===== src/rtl/uart_tx_engine_pkg.sv =====
// uart_tx_engine_pkg: state encodings and line levels shared by the UART transmitter and receiver
package uart_tx_engine_pkg;
  typedef enum logic [2:0] {
    IDLE   = 3'd0,
    START  = 3'd1,
    DATA   = 3'd2,
    PARITY = 3'd3,
    STOP   = 3'd4
  } state_t;
  localparam logic LINE_IDLE  = 1'b1;
  localparam logic LINE_START = 1'b0;
endpackage


===== src/rtl/uart_tx_engine.sv =====
// uart_tx_engine: baud-tick driven UART framer with a one-entry holding register
// Define UART_TX_PARITY_EN to compile in the parity bit (and the PAR_ODD parameter).
module uart_tx_engine
  import uart_tx_engine_pkg::*;
#(
  parameter int DATA_BITS = 8,
  parameter int STOP_BITS = 1
`ifdef UART_TX_PARITY_EN
  , parameter bit PAR_ODD = 1'b0
`endif
) (
  input  logic                 clk_in,
  input  logic                 rst_n,
  input  logic                 baud_tick,
  input  logic                 tx_valid,
  input  logic [DATA_BITS-1:0] tx_data,
  output logic                 tx_ready,
  output logic                 tx_out,
  output logic                 tx_busy,
  output logic                 tx_done
);
  localparam int CNT_W = $clog2(DATA_BITS + 1);
  state_t               state, state_n;
  logic                 hold_full;
  logic [DATA_BITS-1:0] hold_data, shift, shift_n;
  logic [CNT_W-1:0]     bit_cnt, bit_cnt_n;
  logic                 stop_cnt, stop_cnt_n, line_n, stop_last, load;
  assign stop_last = stop_cnt == 1'(STOP_BITS - 1);
  assign load      = baud_tick && hold_full && (state == IDLE || (state == STOP && stop_last));
  assign tx_ready  = !hold_full;
  assign tx_busy   = state != IDLE;
  assign tx_done   = baud_tick && state == STOP && stop_last;
  always_ff @(posedge clk_in or negedge rst_n)
    if (!rst_n) begin
      hold_full <= 1'b0;
      hold_data <= '0;
    end else if (tx_valid && !hold_full) begin
      hold_full <= 1'b1;
      hold_data <= tx_data;
    end else if (load) hold_full <= 1'b0;
`ifdef UART_TX_PARITY_EN
  logic par;
  always_ff @(posedge clk_in or negedge rst_n)
    if (!rst_n) par <= 1'b0;
    else if (load) par <= ^hold_data ^ PAR_ODD;
`endif
  always_ff @(posedge clk_in or negedge rst_n)
    if (!rst_n) begin
      state    <= IDLE;
      shift    <= '0;
      bit_cnt  <= '0;
      stop_cnt <= 1'b0;
      tx_out   <= LINE_IDLE;
    end else begin
      state    <= state_n;
      shift    <= shift_n;
      bit_cnt  <= bit_cnt_n;
      stop_cnt <= stop_cnt_n;
      tx_out   <= line_n;
    end
  always_comb begin
    state_n    = state;
    shift_n    = shift;
    bit_cnt_n  = bit_cnt;
    stop_cnt_n = stop_cnt;
    line_n     = tx_out;
    if (baud_tick)
      case (state)
        IDLE: if (hold_full) begin
          state_n = START;
          shift_n = hold_data;
          line_n  = LINE_START;
        end
        START: begin
          state_n   = DATA;
          line_n    = shift[0];
          bit_cnt_n = '0;
        end
        DATA: begin
          shift_n   = shift >> 1;
          bit_cnt_n = bit_cnt + CNT_W'(1);
          line_n    = shift[1];
          if (bit_cnt == CNT_W'(DATA_BITS - 1)) begin
`ifdef UART_TX_PARITY_EN
            state_n = PARITY;
            line_n  = par;
`else
            state_n    = STOP;
            line_n     = LINE_IDLE;
            stop_cnt_n = 1'b0;
`endif
          end
        end
`ifdef UART_TX_PARITY_EN
        PARITY: begin
          state_n    = STOP;
          line_n     = LINE_IDLE;
          stop_cnt_n = 1'b0;
        end
`endif
        STOP: if (!stop_last) stop_cnt_n = stop_cnt + 1'b1;
          else if (hold_full) begin
            state_n = START;
            shift_n = hold_data;
            line_n  = LINE_START;
          end else begin
            state_n = IDLE;
            line_n  = LINE_IDLE;
          end
        default: begin
          state_n = IDLE;
          line_n  = LINE_IDLE;
        end
      endcase
  end
endmodule


===== config.mk =====
export PLATFORM = sky130hd
export DESIGN_NAME = uart_tx_engine
export DESIGN_NICKNAME = d
export VERILOG_FILES = /design/src/rtl/uart_tx_engine_pkg.sv /design/src/rtl/uart_tx_engine.sv
export SDC_FILE = /design/constraint.sdc
export NUM_CORES = 1
export LEC_CHECK = 0
export ABC_AREA = 0
export BUFFER_PORTS_ARGS = -buffer_cell sky130_fd_sc_hd__buf_2
export CORE_MARGIN = 2
export CORE_UTILIZATION = 50
export DETAILED_ROUTE_END_ITERATION = 8
export PLACE_DENSITY = 0.73
export SYNTH_ARGS = -nofsm -noshare
export SYNTH_HDL_FRONTEND = slang
export SYNTH_SLANG_ARGS = --single-unit

===== constraint.sdc =====
create_clock -name clk_in -period 1.6 [get_ports clk_in]
set_input_delay 0.16 -clock clk_in [delete_from_list [all_inputs] [get_ports clk_in]]
set_output_delay 0.16 -clock clk_in [all_outputs]
set_load 0.05 [all_outputs]

==> results of run 1 <==
## sequential cells by signal, summed over array words and instances, names as in the netlist
register / count
hold_full: 1
tx_out: 1
bit_cnt: 4
hold_data: 8
state: 3
shift: 8
## worst max-delay path: stages, from the launching register on
cell,delay (ns)
dfrtp_1,0.43
buf_6,0.14
or3_4,0.38
buf_8,0.16
## power groups by stage
stage,clock [mW],combinational [mW],sequential [mW]
after floorplan,0,1.23,1.19
after global placement,0,1.66,1.18
after detailed placement,0,1.73,1.20
after CTS,0.290,1.88,1.18
after global routing,0.310,2.25,1.23
final,0.281,2.10,1.19
## synthesized netlist by cell type (all sizes together)
cell type and instances:
dfstp 1, nor2b 3, nor3b 2, inv 7, o22ai 5, ha 1, or2 1, and3 2
a21oi 4, or3 1, a22oi 2, nor4bb 1, nor2 2, mux2 22, o2bb2ai 3, dfrtp 24
o21ai 1, and3b 1, and4b 1, o31a 1, nand3b 1, nand2b 2, nand2 2, nand4b 1
buf 6, a31oi 1, o211a 1, mux2i 2, o21a 1, o41a 1, a21o 1
## through the flow
| stage | utilization [%] | instances |
|---|---|---|
| detailed placement | 58.7 | 150 |
| global route | 64.7 | 161 |
| global placement | 58.7 | 150 |
| CTS | 62.7 | 160 |
| finish | 64.7 | 161 |
| floorplan | - | 104 |
## how the worst max path moves through the flow
stage | to | slack [ns]
floorplan | shift[0] | 0.11
global placement | shift[0] | 0.13
detailed placement | shift[0] | 0.07
CTS | shift[0] | -0.01
global route | tx_busy | -0.04
finish | tx_busy | 0.01
## cells in the final DEF, fill, tap and decap left out, types with 2 or more instances in the layout
cell type  count
buf_2         13
nand2_1        2
mux2_4        14
and3_1         2
dfrtp_1       24
o2bb2ai_1      3
buf_12         2
inv_1          7
nor2b_1        3
a21oi_1        4
buf_6          4
a22oi_1        2
mux2i_1        2
clkbuf_4       3
buf_4          8
nand2b_1       2
o22ai_1        5
mux2_2         8
## repair_timing
| action | in CTS | in global routing |
|---|---|---|
| endpoints found under the setup margin | 2 | 9 |
| buffers inserted | 5 | 1 |
| hold buffers | 1 | 0 |
| pin swaps | 0 | 2 |
| endpoints found under the hold margin | 24 | 0 |
| gates resized for setup | 7 | 11 |
## metal layers
metal	global-route usage, %	wire, µm	vias up
met5	0	0	-
met4	6.25	15	0
met3	3.28	43	2
met2	34.3	1280	10
met1	24.1	1160	463
li1	-	-	429
## kinds of logic after synthesis
family,synth area share [%]
buf+inv,4.39
simple gates,11.1
compound gates,11.6
flops,48.9
fa+ha+maj,0.976
mux,22.9
## layout make-up
type	instances	area share (%)
Tap cell	30	2.36
Multi-Input combinational cell	66	40.1
Inverter	7	1.65
Clock buffer	4	1.65
Timing Repair Buffer	29	14.8
Sequential cell	25	39.4
==> metrics.md, run 1 <==
| Metric | Value |
|---|---|
| Crit end category | `primary output` |
| Post-route cell area | `1590 µm²` |
| Area contributors post-synth | `dfrtp_1, mux2_4, mux2_2` |
| Critical path class | `flip-flop to primary output` |
| Final Setup Violations | `0` |
| RePlAce Congestion | `approximately 0.79` |
| Grt ovf | `0` |
| Seq/Total Area, Yosys | `between 40 and 50%` |
| Least-Margin Pin Slew | `0.553 ns` |
| Largest net degree at the start of global routing | `26` |
| Vias in the first global route | `837` |
| CTS Buffer Depth | `2` |
| Hpwl dp | `around 1800 µm` |
| # rows | `18` |
| Slew Limit Fails | `0` |
| Unrepaired setup endpoints after global routing | `yes` |
| Tmin final | `between 1.5 and 2 ns` |
| Post-synth net total | `~120` |
| Min-delay src | `tx_data[7]` |
| Reg area | `roughly 630 µm²` |
| Logic pwr share | `58.8%` |
| Final setup margin | `just under 0.01 ns` |
| Final net count | `between 100 and 150` |
| Die X-Extent | `around 55 µm` |
| N_diodes | `0` |
| Avg WL per Cell | `~16 µm` |
| Final hold violations | `0` |
| CTS tree | `built` |
| Post-Synthesis Cells | `between 100 and 150` |
| Clock Latency Late Sink | `just over 0.3 ns` |
| Distinct cells, synth | `34` |
| Clock-pin slew on the worst setup and hold paths | `roughly 0.14 ns` |
| Flops & latches, synth | `25` |
| Max_cap viols | `0` |
| H-tree depth | `1` |
| DR vias/cell | `roughly 5.6` |
| Cell area after synthesis | `about 1300 µm²` |
| Synth Area per Inst | `between 10 and 15 µm²` |
| WHS Endpoint | `hold_data[7]` |
| Worst Setup SP | `state[1]` |
| Layout cell share with drive strength beyond 1 | `44.3%` |
| Net switching power | `approximately 1.3 mW` |
| Achievable clock frequency | `around 0.63 GHz` |
| I/O pin cnt | `16` |
| Worst reg2reg setup slack | `~0.01 ns` |
| Worst Reg-to-Reg Cells | `5` |
| 1st-iter DRT viols | `18` |
| Die Ht | `about 55 µm` |
| Sw frac | `around 36%` |
| All-Layer GR Usage | `19.5%` |
| P_leak | `between 0.7 and 0.8 nW` |
| Final period utilization | `99.4%` |
| DRT Pass-1 Iters | `4` |
| Clk_skew | `between 0.01 and 0.015 ns` |
| Hold path depth | `2` |
| Global-route wire length before repair | `around 4000 µm` |
| Total power | `between 3 and 4 mW` |
| Reg-to-Reg Start | `state[0]` |
| Root Driver | `clkbuf_4` |
| Max-slew headroom | `a little over three fifths` |
| Post-Route WL | `about 2500 µm` |
| Worst Hold Class | `input port to flip-flop` |
| Crit-path max FO | `5` |
| Startpoint types | `flip-flop` |
| Antenna Nets Post-Route | `0` |
| Worst vdd ir | `around 0.0013 V` |
| Setup TNS | `0 ns` |
| Status | `finished clean` |
| Area Overhead vs Synth | `24.0%` |
| DRC errors left | `0` |
| Die ar. | `about 3000 µm²` |
| Top cell type's share of synthesized area | `around 47%` |
| Critical Path RT | `around 1.4 ns` |
| Starting density of the core | `52.2%` |
| Worst R2R End | `shift[0]` |
| PwrDens | `approximately 2200 nW/µm²` |
| Total of fill cells in the finished design | `roughly 190` |
| Largest area contributor in the netlist | `dfrtp_1` |
| Area after DPL | `about 1400 µm²` |
| Clk pwr share | `between 7 and 8%` |
| Port bufs | `15` |
| Warnings from Yosys | `0` |
| Area of the multi-input gates | `637 µm²` |
| Core area | `about 2500 µm²` |
| Initial antenna violation count | `0` |
| CP arrival | `between 1 and 1.5 ns` |
| Vias | `~900` |
| Pre-CTS WS | `0.0717 ns` |
| Hold_ws | `roughly 0.066 ns` |
| Flop pwr share | `between 30% and 40%` |
| TritonCTS buffer count | `3` |
| Clk sink count | `25` |
| Internal power | `around 2.3 mW` |
Power figures use the tool's default switching activity.
==> run 2, diff against run 1 <==
==> constraint.sdc (replaced) <==
create_clock -name clk_in -period 1.6 [get_ports clk_in]
set_input_delay 0.24 -clock clk_in [delete_from_list [all_inputs] [get_ports clk_in]]
set_output_delay 0.24 -clock clk_in [all_outputs]
set_load 0.05 [all_outputs]
==> run 2 against run 1 <==
Effect of this change: the flow now finishes with violations (setup timing); routed wire length increased by 4.4%; combinational power rose by 2%; worst setup slack lost 0.035 ns; non-clock buffer count rose by 1; sequential share of layout area is 0.35 points lower; clock power fell by 1%; critical path type unchanged; highest routed layer unchanged.
==> metrics.md, run 2 (synthesis gave the netlist of run 1 again) <==
| Metric | Value |
|---|---|
| Status | `finished, violations left` |
| Failing checks | `setup timing` |
| Final period utilization | `102% (+2.2 points)` |
| Tmin final | `1.63 ns (+0.0352 ns)` |
| CP arrival | `1.39 ns (-0.04 ns)` |
| N_diodes | `0 (unchanged)` |
| Global-route wire length before repair | `4160 µm (+3.9%)` |
| Critical path class | `flip-flop to primary output` |
| Antenna Nets Post-Route | `0 (unchanged)` |
| Vias in the first global route | `934 (+12%)` |
| Starting density of the core | `52.2% (unchanged)` |
| Non-Filler Instances | `162 (+0.62%)` |
| DRC errors left | `0 (unchanged)` |
| PwrDens | `2240 nW/µm² (-0.38%)` |
| Layout cell share with drive strength beyond 1 | `46.2% (+1.9 points)` |
| Port bufs | `15 (unchanged)` |
| Worst vdd ir | `0.00138 V (+7.3%)` |
| DRT Pass-1 Iters | `7 (+3)` |
| TritonCTS buffer count | `3 (unchanged)` |
| Placed instance count | `150 (unchanged)` |
| Root Driver | `clkbuf_4` |
| Achievable clock frequency | `0.615 GHz (-2.2%)` |
| I/O pin cnt | `16 (unchanged)` |
| Clock Latency Late Sink | `0.31 ns (about the same)` |
| Area Overhead vs Synth | `25.4%` |
| Most frequent cells in the layout | `dfrtp_1, mux2_4, buf_2, mux2_2, buf_4` |
| Slew Limit Fails | `0 (unchanged)` |
| Sw frac | `35.9% (+0.17 points)` |
| Final net count | `146 (+0.69%)` |
| Startpoint types | `flip-flop` |
| Least-Margin Pin Slew | `0.552 ns (-0.00128 ns)` |
| Logic pwr share | `59.5% (+0.7 points)` |
| Clk sink count | `25 (unchanged)` |
| CTS tree | `built` |
| All-Layer GR Usage | `20.0% (+0.53 points)` |
| Grt ovf | `0 (unchanged)` |
| Crit end category | `primary output` |
| Post-Route WL | `2610 µm (+4.4%)` |
| P_leak | `0.771 nW (+0.39%)` |
| Clock-pin slew on the worst setup and hold paths | `0.13 ns (about the same)` |
| Die X-Extent | `54.6 µm (unchanged)` |
| Regs by FF count | `hold_data (8), shift (8), bit_cnt (4)` |
| Internal power | `2.30 mW (+0.45%)` |
| Crit-path max FO | `7 (+2)` |
| Most common cell after layout, fill and taps aside | `dfrtp_1` |
| Largest net degree at the start of global routing | `26 (unchanged)` |
| Final setup margin | `-0.0253 ns (-0.0352 ns)` |
| Unrepaired setup endpoints after global routing | `yes` |
| Pre-CTS WS | `0.0652 ns (-0.00648 ns)` |
| Hpwl dp | `1690 µm (-3.9%)` |
| 1st-iter DRT viols | `10 (-8)` |
| Max-slew headroom | `63.2% (+0.085 points)` |
| H-tree depth | `1 (unchanged)` |
| # rows | `18 (unchanged)` |
| Avg WL per Cell | `16.1 µm (+3.8%)` |
| Max_cap viols | `0 (unchanged)` |
| Net switching power | `1.29 mW (+1.2%)` |
| DR vias/cell | `5.83 (+3.9%)` |
| CTS Buffer Depth | `2 (unchanged)` |
| Final hold violations | `0 (unchanged)` |
| Die Ht | `54.6 µm (unchanged)` |
| Hold_ws | `0.144 ns (+0.0772 ns)` |
| RePlAce Congestion | `0.808 (+2.7%)` |
| Die ar. | `2980 µm² (unchanged)` |
| Initial antenna violation count | `0 (unchanged)` |
| Worst Hold Class | `input port to flip-flop` |
| Final Setup Violations | `5 (+5)` |
| Flop pwr share | `32.8% (-0.5 points)` |
| Clk pwr share | `7.7% (-0.2 points)` |
| Vias | `945 (+4.5%)` |
| Critical Path RT | `1.36 ns (-0.08 ns)` |
| Clk_skew | `0.00702 ns (-0.00490 ns)` |
| Core area | `2450 µm² (unchanged)` |
## run 2: cell types whose count changed in the layout (fill, tap and decap cells not counted), sizes merged
cell,before,now
buf,28,29
## run 2: worst max-delay path: stages, from the launching register on
cell and delay [ns]:
dfrtp_2 0.45, buf_6 0.14, or3_4 0.32, buf_6 0.16
## run 2: worst paths after layout
path                            start           end  slack (ns)  depth (start not counted)
max                          state[0]       tx_busy       -0.03                          3
max in group asynchronous       rst_n      state[0]        0.79                          2
min                        tx_data[6]  hold_data[6]        0.14                          2
min reg2reg                    tx_out        tx_out        0.52                          2
max reg2reg                  state[2]      shift[6]       -0.01                          5
min in group asynchronous       rst_n    bit_cnt[3]        0.42                          2
## run 2: final cells by class
cell class | count | area [µm²]
clock buffer | 4 | 26.3
fill | 193 | 848
inverter | 7 | 26.3
multi-input combinational | 66 | 642
sequential | 25 | 628
tap | 30 | 37.5
timing repair buffer | 30 | 246
## run 2: repair_timing
item                                    CTS  global route
hold buffers                              1             0
pin swaps                                 0             1
resized for setup                        13             8
endpoints found under the setup margin    2             9
cloned                                    0             0
hold endpoints to repair                 24             0
buffers inserted                          5             2
## run 2: power by group through the flow
stage | Sequential (mW) | Combinational [mW] | Clock, mW
finish | 1.18 | 2.14 | 0.277
global route | 1.22 | 2.29 | 0.315
CTS | 1.17 | 1.97 | 0.288
detailed placement | 1.20 | 1.71 | 0
global placement | 1.18 | 1.67 | 0
floorplan | 1.19 | 1.23 | 0
## run 2: metrics by stage
step | TNS (ns) | utilization [%] | instance area, µm² | power, mW
2_1_floorplan | 0 | - | 1280 | 2.42
3_3_place_gp | 0 | 58.7 | 1440 | 2.85
3_5_place_dp | 0 | 58.7 | 1440 | 2.91
4_1_cts | -0.257 | 63.5 | 1560 | 3.43
5_1_grt | -0.439 | 65.4 | 1610 | 3.83
6_report | -0.0512 | 65.4 | 1610 | 3.59
## run 2: metal layers
| metal | vias to the layer above | track usage (%) | part of all wire (%) |
|---|---|---|---|
| li1 | 435 | - | - |
| met1 | 479 | 24.8 | 44 |
| met2 | 25 | 34.5 | 51 |
| met3 | 6 | 3.28 | 2.4 |
| met4 | 0 | 7.92 | 1.7 |
| met5 | - | 0 | 0 |
